`src/rtl/hpm_overflow_ctrl.sv`:
```
// Overflow tracking and privilege filter for the generic HPM counters.
// Latches sticky per-counter OF bits, raises LCOFI and gates counting by privilege.
module hpm_overflow_ctrl #(
    parameter int unsigned NumCounters  = 6,
    parameter int unsigned CounterWidth = 64
) (
    input  logic                                      clk_i,
    input  logic                                      rst_ni,
    input  logic [1:0]                                priv_lvl_i,
    input  logic                                      debug_mode_i,
    input  logic [NumCounters-1:0][CounterWidth-1:0]  counter_i,
    input  logic [NumCounters-1:0]                    incr_i,
    input  logic                                      ctrl_we_i,
    input  logic [2:0]                                ctrl_idx_i,
    input  logic [3:0]                                ctrl_wdata_i,
    output logic [3:0]                                ctrl_rdata_o,
    input  logic                                      lcofip_clr_i,
    output logic [NumCounters-1:0]                    count_en_o,
    output logic [NumCounters-1:0]                    scountovf_o,
    output logic                                      lcofi_o
);

    localparam logic [1:0] PrivU = 2'b00;
    localparam logic [1:0] PrivS = 2'b01;
    localparam logic [1:0] PrivM = 2'b11;

    logic [NumCounters-1:0] of_q, of_d;
    logic [NumCounters-1:0] minh_q, minh_d;
    logic [NumCounters-1:0] sinh_q, sinh_d;
    logic [NumCounters-1:0] uinh_q, uinh_d;
    logic                   lcofi_q, lcofi_d;

    logic [NumCounters-1:0] ovf;
    logic [NumCounters-1:0] wr_sel;
    logic [NumCounters-1:0] first_ovf;

    for (genvar gi = 0; gi < NumCounters; gi++) begin : g_cnt
        assign ovf[gi]       = incr_i[gi] & (&counter_i[gi]);
        assign wr_sel[gi]    = ctrl_we_i & (ctrl_idx_i == 3'(gi));
        // Only a hardware-driven 0->1 transition of OF may raise the interrupt.
        assign first_ovf[gi] = ovf[gi] & ~of_q[gi];

        always_comb begin
            count_en_o[gi] = 1'b0;
            if (!debug_mode_i) begin
                unique case (priv_lvl_i)
                    PrivM:   count_en_o[gi] = ~minh_q[gi];
                    PrivS:   count_en_o[gi] = ~sinh_q[gi];
                    PrivU:   count_en_o[gi] = ~uinh_q[gi];
                    default: count_en_o[gi] = 1'b0;
                endcase
            end
        end
    end

    always_comb begin
        of_d   = of_q;
        minh_d = minh_q;
        sinh_d = sinh_q;
        uinh_d = uinh_q;
        for (int k = 0; k < int'(NumCounters); k++) begin
            if (ovf[k]) begin
                of_d[k] = 1'b1;
            end else if (wr_sel[k]) begin
                of_d[k] = ctrl_wdata_i[3];
            end
            if (wr_sel[k]) begin
                minh_d[k] = ctrl_wdata_i[2];
                sinh_d[k] = ctrl_wdata_i[1];
                uinh_d[k] = ctrl_wdata_i[0];
            end
        end
    end

    always_comb begin
        lcofi_d = lcofi_q;
        if (|first_ovf) begin
            lcofi_d = 1'b1;
        end else if (lcofip_clr_i) begin
            lcofi_d = 1'b0;
        end
    end

    always_ff @(posedge clk_i) begin
        if (!rst_ni) begin
            of_q    <= '0;
            minh_q  <= '0;
            sinh_q  <= '0;
            uinh_q  <= '0;
            lcofi_q <= 1'b0;
        end else begin
            of_q    <= of_d;
            minh_q  <= minh_d;
            sinh_q  <= sinh_d;
            uinh_q  <= uinh_d;
            lcofi_q <= lcofi_d;
        end
    end

    // Out-of-range indices fall through the loop and read back as zero.
    always_comb begin
        ctrl_rdata_o = 4'b0000;
        for (int k = 0; k < int'(NumCounters); k++) begin
            if (ctrl_idx_i == 3'(k)) begin
                ctrl_rdata_o = {of_q[k], minh_q[k], sinh_q[k], uinh_q[k]};
            end
        end
    end

    assign scountovf_o = of_q;
    assign lcofi_o     = lcofi_q;

endmodule

```
`config.mk`:
```
export PLATFORM = sky130hd
export DESIGN_NAME = hpm_overflow_ctrl
export DESIGN_NICKNAME = d
export VERILOG_FILES = /design/src/rtl/hpm_overflow_ctrl.sv
export SDC_FILE = /design/constraint.sdc
export NUM_CORES = 1
export LEC_CHECK = 0
export ABC_AREA = 1
export CORE_AREA = 2 2 166 168
export CTS_CLUSTER_DIAMETER = 80
export DETAILED_ROUTE_END_ITERATION = 16
export DIE_AREA = 0 0 168 170
export SYNTH_ARGS = -nofsm -noshare
export SYNTH_HDL_FRONTEND = slang
export SYNTH_SLANG_ARGS = --single-unit
export TNS_END_PERCENT = 20
```
`constraint.sdc`:
```
create_clock -name clk_i -period 1.1 [get_ports clk_i]
set_input_delay 0.22 -clock clk_i [delete_from_list [all_inputs] [get_ports clk_i]]
set_output_delay 0.22 -clock clk_i [all_outputs]
set_load 0.05 [all_outputs]
```
==> flow_summary_export.csv <==
group,metric,value,unit
final_layout,nFillCells,2748,
clock_tree,cts_max_level,1,
routing,drc,0,
logic_synthesis,synthXorXnorAreaFrac,0,%
logic_synthesis,yosysWarningCount,0,
logic_synthesis,netlist_instances,506,
logic_synthesis,synthTopCellsByArea,"nand2_1 (25%), dfxtp_1 (19%), nor2_1 (15%)",
routing,num_vias,5232,
sta,relSlewSlack,72.6,%
routing,wl_per_cell,15.7,um
final_layout,fin_nets,1390,
sta,period_share,145,%
logic_synthesis,yosys.area_share.simple,58.5,%
run,max-cap-violations,0,
sta,timing.fmax,626,MHz
worst_setup_path,crit_start,"scountovf_o[0]$_SDFFE_PN0P_",
routing,wl_met2,11200,um
worst_setup_path,r2r_end,"lcofi_o$_SDFFE_PN0P_",
routing,ant_nets,0,
clock_tree,cts_made_buffers,3,
die,io_pins,421,
worst_setup_path,rr_startpoint,"scountovf_o[0]$_SDFFE_PN0P_",
global_route,grt_pass1_wl,27700,um
sta,fin_hold_ws,0.464,ns
sta,finalCriticalPeriod,1.60,ns
logic_synthesis,synth_top_area_cell,"nand2_1",
routing,drtPass1Iterations,4,
logic_synthesis,yosysMostFrequentCell,"nand2_1",
logic_synthesis,synthDistinctLibCells,33,
sta,rsz0062_at_grt,"yes",
routing,wl_met1,7600,um
sta,slew_violations,0,
power,leakage,6.54,nW
logic_synthesis,async_reset_ff_share,0,%
worst_setup_path,endpoint,"ctrl_rdata_o[3]",
clock_tree,clock_sinks,25,
sta,fin_skew,0.00120,ns
worst_setup_path,r2r_cells,7,
global_route,grt_pass1_vias,5247,
final_layout,drive_above_1_share,21.0,%
worst_setup_path,worstSetupEndpointType,"output pin",
placed_design,hpwl,17800,um
sta,tightestPinTransition,0.409,ns
global_route,grt_overflow,0,
power,power_density,417,nW/um^2
logic_synthesis,synth_mux_area_share,0,%
logic_synthesis,ys_seq_elements,25,
logic_synthesis,synthAdderAreaFrac,0,%
logic_synthesis,yosys_most_used_dff,"dfxtp_1",
routing,drtIter0Drc,135,
min_path,worstHoldPathType,"reg -> reg",
clock_tree,cts_tree,"built",
placed_design,dp_slack,-0.936,ns
global_route,antenna_found_initial,2,
routing,met3_length,1650,um
die,die_w,168,um
clock_tree,cts_root_buffer,"clkbuf_16",
logic_synthesis,synth_nets,910,
logic_synthesis,yosysTopAreaCellShare,25.0,%
outcome,violations,"setup timing",
logic_synthesis,syn_area,2650,sq um
worst_setup_path,crit_arrival,1.38,ns
clock_tree,clock_path_buffers,2,
final_layout,syn_to_final_growth,251,%
final_layout,multi_input_area,2250,sq um
power,ir_drop,496,uV
placed_design,place.gp.congestion,0.901,
sta,finalHoldViolCount,0,
logic_synthesis,synth_compound_area_share,14.0,%
final_layout,seqCellArea,529,sq um
global_route,grt_max_degree,16,
sta,setup_viol,16,
worst_setup_path,startpoint_type,"flop",
routing,routed.top_layer,"met5",
outcome,status,"finished, violations left",
logic_synthesis,synthTopCellsByCount,"nand2_1 (176), nor2_1 (105), inv_1 (45)",
logic_synthesis,avgSynthCellArea,5.23,sq um
clock_tree,clk_pin_slew,0.07,ns
logic_synthesis,synth_enable_flop_cells,0,
die,dieArea,28600,sq um
die,rows,60,
routing,wirelength,20800,um
routing,vias_per_cell,3.94,
logic_synthesis,ys_seq_area_share,18.9,%
clock_tree,clock_latency,0.26,ns
sta,fin_tns_setup,-3.38,ns
worst_setup_path,r2r_setup_slack,0.07,ns
placed_design,port_buffers,420,
power,power.total,3.88,mW
die,initial_utilization,9.93,%
global_route,grt_util_all_layers,12.7,%
worst_setup_path,cp_data_required_time,0.88,ns
die,die_height,170,um
die,coreArea,26700,sq um
sta,fin_ws,-0.496,ns
worst_setup_path,crit_path_max_fanout,2,
logic_synthesis,synth_top_family_by_area,"simple AND/OR/NAND/NOR gates",
worst_setup_path,critPathKind,"reg -> out",
worst max-delay path: stages, from the launching register on:
cell and delay (ns):
dfxtp_2 0.32, inv_2 0.07, o22ai_2 0.08, a221oi_2 0.18, o211ai_1 0.22, clkbuf_16 0.24
placed cells by master (no fill, tap or decap), drive strengths merged, types with 2 or more instances in the layout:
cell           Yosys  routed
nand2            182     182
a221oi             3       3
buf                1      83
clkbuf             2       4
nand4             40      40
nor3              12      12
clkinv             2       2
nor2             109     109
o21ai             30      30
clkdlybuf4s50      0      22
a21oi             22      22
inv               51      52
o221ai             2       2
o22ai              4       4
nand3             14      14
dlymetal6s2s       0     370
dfxtp             25      25
power breakdown:
group	switching (mW)	internal [mW]
clock	0.352	0.496
sequential	0.0225	0.926
combinational	0.725	1.36
cells by family after synthesis:
| logic type | after synthesis |
|---|---|
| AO/OA/AOI/OAI | 65 |
| buffers and inverters | 56 |
| AND/OR/NAND/NOR | 360 |
| flip-flops | 25 |
flip-flops by register name, indices dropped and copies added (netlist names):
name and cells:
sinh_q 6, minh_q 6, uinh_q 6, lcofi_o 1, scountovf_o 6
worst min-delay path by stage:
stage                                        end                   start  cells after the start  slack, ns
after floorplan           sinh_q[2]$_SDFFE_PN0P_         ctrl_wdata_i[1]                      2       0.35
after global placement    uinh_q[1]$_SDFFE_PN0P_  uinh_q[1]$_SDFFE_PN0P_                      2       0.49
after detailed placement  uinh_q[1]$_SDFFE_PN0P_  uinh_q[1]$_SDFFE_PN0P_                      2       0.49
after CTS                 sinh_q[5]$_SDFFE_PN0P_  sinh_q[5]$_SDFFE_PN0P_                      2       0.47
after global routing      uinh_q[1]$_SDFFE_PN0P_  uinh_q[1]$_SDFFE_PN0P_                      2       0.48
final                     sinh_q[5]$_SDFFE_PN0P_  sinh_q[5]$_SDFFE_PN0P_                      2       0.46
area by class of cell:
type	count	area share, %
repair buffers	478	62.2
multi-input cells	425	24.2
flip-flops and latches	25	5.70
well taps	341	4.59
inverters	53	2.38
clock buffers	3	0.808
clock inverters	1	0.0673
diodes	1	0.0269
metrics by stage:
stage,cells,utilization (%),area [sq um]
final,1327,34.9,9290
after global routing,1327,34.9,9290
after CTS,1323,30.6,8150
after detailed placement,1318,29.7,7910
after global placement,1318,29.7,7910
after floorplan,506,-,2700
what timing repair did:
item	4_1_cts	5_1_grt
hold buffers	0	0
setup endpoints to repair	40	24
resized for setup	97	447
buffers inserted	3	3
pin swaps	21	275
layer usage:
metal  vias to the layer above  GRT usage, %
met1                      2312          13.3
met3                        26          2.16
li1                       2623             -
met4                         2          3.21
met2                       269          25.9
met5                         -             0
Note: power is estimated with default switching activity, not from simulation.
